File: src/rtl/video_timing_decoder_pkg.sv
// Shared types and limits for the video timing decoder.
// Provides: FSM state enum, horizontal/vertical result structs, counter
// widths and saturation limits used by the top and the span meter.
package video_timing_decoder_pkg;

  localparam int unsigned H_CNT_W    = 8;
  localparam int unsigned V_CNT_W    = 10;
  localparam int unsigned H_SW_W     = 4;
  localparam int unsigned V_SW_W     = 5;
  localparam int unsigned H_CNT_MAX  = 255;
  localparam int unsigned V_CNT_MAX  = 1023;
  localparam int unsigned H_SW_LIMIT = 16;
  localparam int unsigned V_SW_LIMIT = 31;

  typedef enum logic [1:0] {
    SEARCH  = 2'd0,
    MEASURE = 2'd1,
    LOCKED  = 2'd2
  } state_t;

  typedef struct packed {
    logic [H_CNT_W-1:0] total;
    logic [H_CNT_W-1:0] displayed;
    logic [H_CNT_W-1:0] sync_start;
    logic [H_SW_W-1:0]  sync_width;
  } h_result_t;

  typedef struct packed {
    logic [V_CNT_W-1:0] total;
    logic [V_CNT_W-1:0] displayed;
    logic [V_CNT_W-1:0] sync_start;
    logic [V_SW_W-1:0]  sync_width;
  } v_result_t;

endpackage

File: src/rtl/video_timing_decoder_timing_span_meter.sv
// Measures one span (a line or a frame) between consecutive start edges.
// Ports:
//   cclk_i, reset_i   : clock, async active-high reset
//   en                : count enable (every cycle for h, scanline tick for v)
//   start             : span start edge; its cycle is index 0
//   active, sync      : display-enable and sync strobes (levels)
//   total_c           : index of the closing start edge minus 1
//   displayed         : index of the active fall (0 if none)
//   sync_start        : index of the sync rise (0 if none)
//   sync_width_c      : enabled cycles with sync high, SW_SAT when over limit
//   sync_over_c       : sync width exceeded SW_LIMIT
//   cnt_sat_c         : span counter sits at CNT_MAX
// The capture fields describe the span that closes on the cycle start is high.
module video_timing_decoder_timing_span_meter
  import video_timing_decoder_pkg::*;
#(
  parameter int unsigned CNT_W    = H_CNT_W,
  parameter int unsigned SW_W     = H_SW_W,
  parameter int unsigned CNT_MAX  = H_CNT_MAX,
  parameter int unsigned SW_LIMIT = H_SW_LIMIT,
  parameter int unsigned SW_SAT   = 0
) (
  input  logic             cclk_i,
  input  logic             reset_i,
  input  logic             en,
  input  logic             start,
  input  logic             active,
  input  logic             sync,
  output logic [CNT_W-1:0] total_c,
  output logic [CNT_W-1:0] displayed,
  output logic [CNT_W-1:0] sync_start,
  output logic [SW_W-1:0]  sync_width_c,
  output logic             sync_over_c,
  output logic             cnt_sat_c
);

  localparam int unsigned WC_W = SW_W + 1;

  logic [CNT_W-1:0] cnt_q;
  logic [CNT_W-1:0] idx_c;
  logic [WC_W-1:0]  wcnt_q;
  logic             active_q;
  logic             sync_q;
  logic             active_fall;
  logic             sync_rise;

  // Index of the current cycle within the span; a start cycle is index 0.
  assign idx_c       = start ? '0 : cnt_q;
  assign active_fall = ~active & active_q;
  assign sync_rise   = sync & ~sync_q;

  always_ff @(posedge cclk_i or posedge reset_i) begin
    if (reset_i) begin
      cnt_q      <= '0;
      wcnt_q     <= '0;
      active_q   <= 1'b0;
      sync_q     <= 1'b0;
      displayed  <= '0;
      sync_start <= '0;
    end else begin
      active_q <= active;
      sync_q   <= sync;
      if (en) begin
        cnt_q <= (idx_c == CNT_W'(CNT_MAX)) ? idx_c : idx_c + CNT_W'(1);
      end else if (start) begin
        cnt_q <= '0;
      end
      // Missing edges leave 0 in the new span's captures.
      if (start) begin
        displayed  <= '0;
        sync_start <= '0;
      end
      if (active_fall) displayed <= idx_c;
      if (sync_rise) sync_start <= idx_c;
      // Width counter stops one past the limit so over-width stays visible.
      if (start) begin
        wcnt_q <= WC_W'(en & sync);
      end else if (en && sync && (wcnt_q <= WC_W'(SW_LIMIT))) begin
        wcnt_q <= wcnt_q + WC_W'(1);
      end
    end
  end

  assign total_c      = (cnt_q == '0) ? '0 : cnt_q - CNT_W'(1);
  assign sync_over_c  = (wcnt_q > WC_W'(SW_LIMIT));
  assign sync_width_c = sync_over_c ? SW_W'(SW_SAT) : wcnt_q[SW_W-1:0];
  assign cnt_sat_c    = (cnt_q == CNT_W'(CNT_MAX));

endmodule

File: src/rtl/video_timing_decoder.sv
// Passive video timing decoder: recovers horizontal (characters) and vertical
// (scanlines) timing from active/sync strobes and reports lock once two
// consecutive frames measure identically.
// Ports:
//   cclk_i, reset_i             : character clock, async active-high reset
//   h_active_i, h_sync_i        : horizontal display enable / sync
//   v_active_i, v_sync_i        : vertical display enable / sync
//   h_*_o, v_*_o                : published timing fields
//   frame_o                     : one-cycle pulse on publish
//   locked_o                    : timing stable
//   error_o                     : sticky, cleared by reset only
// Build option: VIDEO_TIMING_DECODER_SYNC_EN adds 2-flop input synchronizers.
module video_timing_decoder
  import video_timing_decoder_pkg::*;
(
  input  logic               cclk_i,
  input  logic               reset_i,
  input  logic               h_active_i,
  input  logic               h_sync_i,
  input  logic               v_active_i,
  input  logic               v_sync_i,
  output logic [H_CNT_W-1:0] h_total_o,
  output logic [H_CNT_W-1:0] h_displayed_o,
  output logic [H_CNT_W-1:0] h_sync_start_o,
  output logic [H_SW_W-1:0]  h_sync_width_o,
  output logic [V_CNT_W-1:0] v_total_o,
  output logic [V_CNT_W-1:0] v_displayed_o,
  output logic [V_CNT_W-1:0] v_sync_start_o,
  output logic [V_SW_W-1:0]  v_sync_width_o,
  output logic               frame_o,
  output logic               locked_o,
  output logic               error_o
);

  logic h_active, h_sync, v_active, v_sync;

`ifdef VIDEO_TIMING_DECODER_SYNC_EN
  logic [3:0] meta_q;
  logic [3:0] sync_q;

  // Two-flop synchronizers for strobes from a foreign clock domain.
  always_ff @(posedge cclk_i or posedge reset_i) begin
    if (reset_i) begin
      meta_q <= '0;
      sync_q <= '0;
    end else begin
      meta_q <= {h_active_i, h_sync_i, v_active_i, v_sync_i};
      sync_q <= meta_q;
    end
  end
  assign {h_active, h_sync, v_active, v_sync} = sync_q;
`else
  assign {h_active, h_sync, v_active, v_sync} = {h_active_i, h_sync_i, v_active_i, v_sync_i};
`endif

  logic h_active_q, h_sync_q, v_active_q;
  logic line_start, tick, frame_start;

  // Edge detection for line start, scanline tick and frame start.
  always_ff @(posedge cclk_i or posedge reset_i) begin
    if (reset_i) begin
      h_active_q <= 1'b0;
      h_sync_q   <= 1'b0;
      v_active_q <= 1'b0;
    end else begin
      h_active_q <= h_active;
      h_sync_q   <= h_sync;
      v_active_q <= v_active;
    end
  end

  assign line_start  = h_active & ~h_active_q;
  assign tick        = h_sync & ~h_sync_q;
  assign frame_start = v_active & ~v_active_q;

  h_result_t h_line_c;
  v_result_t v_frame_c;
  logic      h_over_c, v_over_c, h_sat_c, v_sat_c;

  video_timing_decoder_timing_span_meter #(
    .CNT_W(H_CNT_W), .SW_W(H_SW_W), .CNT_MAX(H_CNT_MAX),
    .SW_LIMIT(H_SW_LIMIT), .SW_SAT(0)
  ) u_h_meter (
    .cclk_i      (cclk_i),
    .reset_i     (reset_i),
    .en          (1'b1),
    .start       (line_start),
    .active      (h_active),
    .sync        (h_sync),
    .total_c     (h_line_c.total),
    .displayed   (h_line_c.displayed),
    .sync_start  (h_line_c.sync_start),
    .sync_width_c(h_line_c.sync_width),
    .sync_over_c (h_over_c),
    .cnt_sat_c   (h_sat_c)
  );

  video_timing_decoder_timing_span_meter #(
    .CNT_W(V_CNT_W), .SW_W(V_SW_W), .CNT_MAX(V_CNT_MAX),
    .SW_LIMIT(V_SW_LIMIT), .SW_SAT(V_SW_LIMIT)
  ) u_v_meter (
    .cclk_i      (cclk_i),
    .reset_i     (reset_i),
    .en          (tick),
    .start       (frame_start),
    .active      (v_active),
    .sync        (v_sync),
    .total_c     (v_frame_c.total),
    .displayed   (v_frame_c.displayed),
    .sync_start  (v_frame_c.sync_start),
    .sync_width_c(v_frame_c.sync_width),
    .sync_over_c (v_over_c),
    .cnt_sat_c   (v_sat_c)
  );

  h_result_t shadow_q;
  logic      first_pending_q;
  logic      frame_bad_q;
  logic      line_bad_c;
  logic      bad_c;

  // A closing line is bad if over-width or, after the first line, unlike the shadow.
  assign line_bad_c = line_start &
                      (h_over_c | (~first_pending_q & (h_line_c != shadow_q)));
  // Includes the line closing in the frame-start cycle, so the last line counts.
  assign bad_c      = frame_bad_q | line_bad_c | (frame_start & v_over_c);

  // Shadow of the first line of each frame and the per-frame bad flag.
  always_ff @(posedge cclk_i or posedge reset_i) begin
    if (reset_i) begin
      shadow_q        <= '0;
      first_pending_q <= 1'b0;
      frame_bad_q     <= 1'b0;
    end else begin
      if (line_start && first_pending_q) begin
        shadow_q        <= h_line_c;
        first_pending_q <= 1'b0;
      end
      if (frame_start) first_pending_q <= 1'b1;
      frame_bad_q <= frame_start ? 1'b0 : (frame_bad_q | line_bad_c);
    end
  end

  state_t    state_q, state_d;
  h_result_t h_q;
  v_result_t v_q;
  logic      frame_q, locked_q, error_q;
  logic      compare_c, timeout_c, publish_c, err_set_c;

  assign compare_c = (shadow_q == h_q) && (v_frame_c == v_q) && !bad_c;
  assign timeout_c = (h_sat_c & ~line_start) | (v_sat_c & ~frame_start);

  always_ff @(posedge cclk_i or posedge reset_i) begin
    if (reset_i) state_q <= SEARCH;
    else         state_q <= state_d;
  end

  // Lock FSM: next state, publish strobe and error set.
  always_comb begin
    state_d   = state_q;
    publish_c = 1'b0;
    err_set_c = 1'b0;
    case (state_q)
      SEARCH: begin
        if (frame_start) state_d = MEASURE;
      end
      MEASURE: begin
        if (frame_start) begin
          publish_c = 1'b1;
          if (compare_c) state_d = LOCKED;
        end
      end
      LOCKED: begin
        if (frame_start) begin
          publish_c = 1'b1;
          if (!compare_c) begin
            state_d   = MEASURE;
            err_set_c = 1'b1;
          end
        end
      end
      default: state_d = SEARCH;
    endcase
    if (timeout_c) begin
      state_d   = SEARCH;
      publish_c = 1'b0;
      err_set_c = 1'b1;
    end
  end

  // Published results and status flags.
  always_ff @(posedge cclk_i or posedge reset_i) begin
    if (reset_i) begin
      h_q      <= '0;
      v_q      <= '0;
      frame_q  <= 1'b0;
      locked_q <= 1'b0;
      error_q  <= 1'b0;
    end else begin
      frame_q  <= publish_c;
      locked_q <= (state_d == LOCKED);
      if (publish_c) begin
        h_q <= shadow_q;
        v_q <= v_frame_c;
      end
      if (err_set_c) error_q <= 1'b1;
    end
  end

  assign h_total_o      = h_q.total;
  assign h_displayed_o  = h_q.displayed;
  assign h_sync_start_o = h_q.sync_start;
  assign h_sync_width_o = h_q.sync_width;
  assign v_total_o      = v_q.total;
  assign v_displayed_o  = v_q.displayed;
  assign v_sync_start_o = v_q.sync_start;
  assign v_sync_width_o = v_q.sync_width;
  assign frame_o        = frame_q;
  assign locked_o       = locked_q;
  assign error_o        = error_q;

endmodule

File: config.mk
export PLATFORM = sky130hd
export DESIGN_NAME = video_timing_decoder
export DESIGN_NICKNAME = d
export VERILOG_FILES = /design/src/rtl/video_timing_decoder_pkg.sv /design/src/rtl/video_timing_decoder_timing_span_meter.sv /design/src/rtl/video_timing_decoder.sv
export SDC_FILE = /design/constraint.sdc
export NUM_CORES = 1
export LEC_CHECK = 0
export ABC_AREA = 1
export CORE_UTILIZATION = 53
export CTS_CLUSTER_DIAMETER = 200
export DETAILED_ROUTE_END_ITERATION = 8
export PLACE_DENSITY = 0.77
export SYNTH_ARGS = -nofsm -noshare
export SYNTH_HDL_FRONTEND = slang
export SYNTH_SLANG_ARGS = --single-unit
export TNS_END_PERCENT = 1
File: constraint.sdc
create_clock -name cclk_i -period 4.6 [get_ports cclk_i]
set_input_delay 0.46 -clock cclk_i [delete_from_list [all_inputs] [get_ports cclk_i]]
set_output_delay 0.46 -clock cclk_i [all_outputs]
set_load 0.02 [all_outputs]
==> flow_metrics.tcl <==
set metrics [dict create \
    ys.flop_type "dfrtp_1" \
    cts.path.max_buffers 2 \
    clock.fmax_mhz 341 \
    synth-simple-area-share 0.254 \
    synth_top_family_by_area "simple AND/OR/NAND/NOR gates" \
    slew_viol_final 0 \
    worst_slew_pin_slew_ns 0.962 \
    grt_pass1_wl_um 35000 \
    worstSkewPairLatency_ns 0.43 \
    gr-total-overflow 0 \
    async_reset_ff_frac 1.00 \
    fin_skew_ns 0.00770 \
    drtAntennaViolNets 0 \
    drt-pass1-iter-count 5 \
    synthTopCellsByCount "319 x nand2_1, 167 x dfrtp_1, 155 x inv_1" \
    synthXorXnorAreaFrac 0.0399 \
    critPathMaxFanout 15 \
    postCtsSetupRepairBufs 0 \
    status "completed" \
    synth_mux_area_frac 0 \
    cts_resized 0 \
    synth_top_cell_area_share 0.488 \
    rsz0062_at_grt "no" \
    yosys.cell_count.top_type "nand2_1" \
    path_cells "clkdlybuf4s50_1 -> ha_1 -> inv_1 -> o211ai_1 -> nor2_1 -> nand2_1 -> nor2_1 -> nand2_1 -> nor2_1 -> nand3_1 -> nor2_2 -> nand4_1 -> nand2_1 -> nand2_1 -> nand2_1 -> nand2_1 -> nor2_1" \
    die_h_um 129 \
    syn_to_final_growth_pct 18.0 \
    vias 7374 \
    finalHoldViolCount 0 \
    ys_warn_count 0 \
    wl_per_cell_um 15.3 \
    fillCellCount 1333 \
    grt_max_degree 141 \
    antenna_found_initial 0 \
    synthAdderAreaFrac 0.0263 \
    postCtsHoldBufs 0 \
    fin_nets 1187 \
    core_area_um2 15800 \
    port_buffers 71 \
    cts_root_buf "clkbuf_16" \
    num_antenna_cells 0 \
    crit_type "in -> reg" \
    dieArea_um2 16700 \
    fin_tns_setup_ns 0 \
    cpMostUsedCell "nand2_1" \
    synth_compound_area_frac 0.107 \
    max-vdd-ir-drop_mv 0.317 \
    gp_congestion 0.926 \
    synthesis.area_um2 8570 \
    clk_pin_slew_ns 0.07 \
    yosys_register_bits 167 \
    hold_slack_ns 0.451 \
    cp.required_ns 4.95 \
    grt_pass1_vias 7064 \
    dp_hpwl_um 15200 \
    synth_area_leaders "dfrtp_1 49%, nand2_1 14%, inv_1 6.8%" \
    endpoint_kind "flip-flop" \
    period_needed_ns 2.93 \
    ys_seq_area_frac 0.488 \
    drc 0 \
    rows 46 \
    slowest_delay_ns 0.47 \
    cellPowerDensity_nw_per_um2 528 \
    synth_fp_nets 1121 \
    cts_max_level 4 \
    grt_util_all_layers 0.277 \
    hold_class "in -> async" \
    power.leakage_uw 0.00481 \
    slowest_stage "inv_1" \
    drt-initial-drc-count 617 \
    die_x_um 129 \
    drv_cap 0 \
    totalWireLength_um 21400 \
    synth_cell_type_count 33 \
    startpoint_type "primary input" \
    numCtsBuffers 17 \
    cts.sinks 167 \
    initial_core_util 0.541 \
    drive_gt1_frac 0.0553 \
    setup_viol 0 \
    vias_per_cell 5.30 \
    worstPathArrival_ns 3.28 \
    maxSlewHeadroom 0.358 \
    synth_edf_count 0 \
    ios 72 \
    finalCritPeriodShare 0.637 \
    cts_tree "done" \
    postSynthCellCount 1097 \
    avgSynthCellArea_um2 7.81 \
    synth_largest_area_cell "dfrtp_1" \
]
==> power breakdown <==
group | switching [uW] | total, uW | internal (uW) | leakage (uW)
combinational | 1100 | 1830 | 732 | 0.00226
clock | 594 | 1500 | 910 | 0.000293
sequential | 277 | 2000 | 1730 | 0.00225
total | 1970 | 5340 | 3370 | 0.00481
==> cells by family (layout without fill, tap and decap cells) <==
group / after synthesis / in the layout
simple gates: 515 / 515
buf+inv: 189 / 268
compound gates: 169 / 169
flops: 167 / 167
xor+xnor: 39 / 39
fa+ha+maj: 18 / 18
==> state kept, by name, indices dropped and copies added (netlist names), 5 cells and up <==
name,flops
shadow_q,28
u_v_meter.cnt_q,10
u_v_meter.displayed,10
u_v_meter.sync_start,10
v_displayed_o,10
v_sync_start_o,10
v_total_o,10
h_displayed_o,8
h_sync_start_o,8
h_total_o,8
u_h_meter.cnt_q,8
u_h_meter.displayed,8
u_h_meter.sync_start,8
u_v_meter.wcnt_q,6
u_h_meter.wcnt_q,5
v_sync_width_o,5
==> through the flow <==
step,utilization,std cells,instance area (um2),worst slack [ns],power [uW]
after floorplan,-,1097,8570,2.01,3180
after global placement,0.599,1360,9480,1.40,3800
after detailed placement,0.599,1360,9480,1.33,3840
after CTS,0.638,1392,10100,1.73,5360
after global routing,0.638,1392,10100,1.43,5650
final,0.638,1392,10100,1.67,5340
==> cell usage in the layout, fill, tap and decap left out, types with 2 or more instances in the layout <==
cell / netlist / layout
nand3_2: 2 / 2
nand3b_1: 2 / 2
nor2_2: 4 / 4
o211ai_1: 6 / 6
nand2_1: 319 / 319
nor2_4: 2 / 2
nor2_1: 77 / 77
nor3_1: 20 / 20
nor4_1: 4 / 4
inv_2: 5 / 5
inv_1: 155 / 154
a22oi_1: 2 / 2
clkinv_2: 0 / 2
o22ai_1: 33 / 33
clkdlybuf4s50_1: 0 / 71
buf_4: 0 / 3
bufinv_16: 0 / 3
ha_1: 18 / 18
nand3_1: 54 / 53
dfrtp_1: 167 / 167
xor2_1: 22 / 22
o21ai_0: 111 / 111
clkbuf_16: 0 / 17
nand3_4: 1 / 2
a21oi_1: 13 / 13
nand2_2: 4 / 4
or2_2: 8 / 8
xnor2_1: 17 / 17
clkbuf_8: 0 / 4
nand4_1: 17 / 17
clkinvlp_4: 0 / 6
==> routing by layer <==
metal | vias to the layer above | global-route usage | share of wire
met1 | 3481 | 0.352 | 0.43
met5 | - | 0 | 0
met4 | 0 | 0.134 | 0.039
met3 | 52 | 0.0533 | 0.053
li1 | 3618 | - | -
met2 | 223 | 0.455 | 0.47
==> critical path, delay by kind of cell <==
| family | cells | cell delay, ns |
|---|---|---|
| AOI/OAI and AO/OA | 1 | 0.19 |
| adders and majority gates | 1 | 0.36 |
| buffers and inverters | 2 | 0.92 |
| and+or+nand+nor | 13 | 1.31 |
==> layout make-up <==
type	instances	area, um2	share of cell area
clock buffer	21	480	0.0475
clock inverter	11	146	0.0145
inverter	161	608	0.0602
tap	216	270	0.0267
multi-input combinational	741	3670	0.363
sequential	167	4180	0.414
timing repair buffer	75	753	0.0745
==> path summary, 6_finish.rpt <==
check                               endpoint  cells after the start  slack, ns          startpoint
setup reg to reg                    locked_o                     17       1.77  u_v_meter.active_q
max in group asynchronous  v_sync_width_o[1]                      3       3.01             reset_i
hold / removal             h_sync_start_o[1]                      2       0.45             reset_i
min in group cclk_i                  error_o                      2       0.48             error_o
setup / recovery                    locked_o                     17       1.67          v_active_i
hold reg to reg                      error_o                      2       0.48             error_o
No activity file was read; power rests on OpenSTA's default activity.
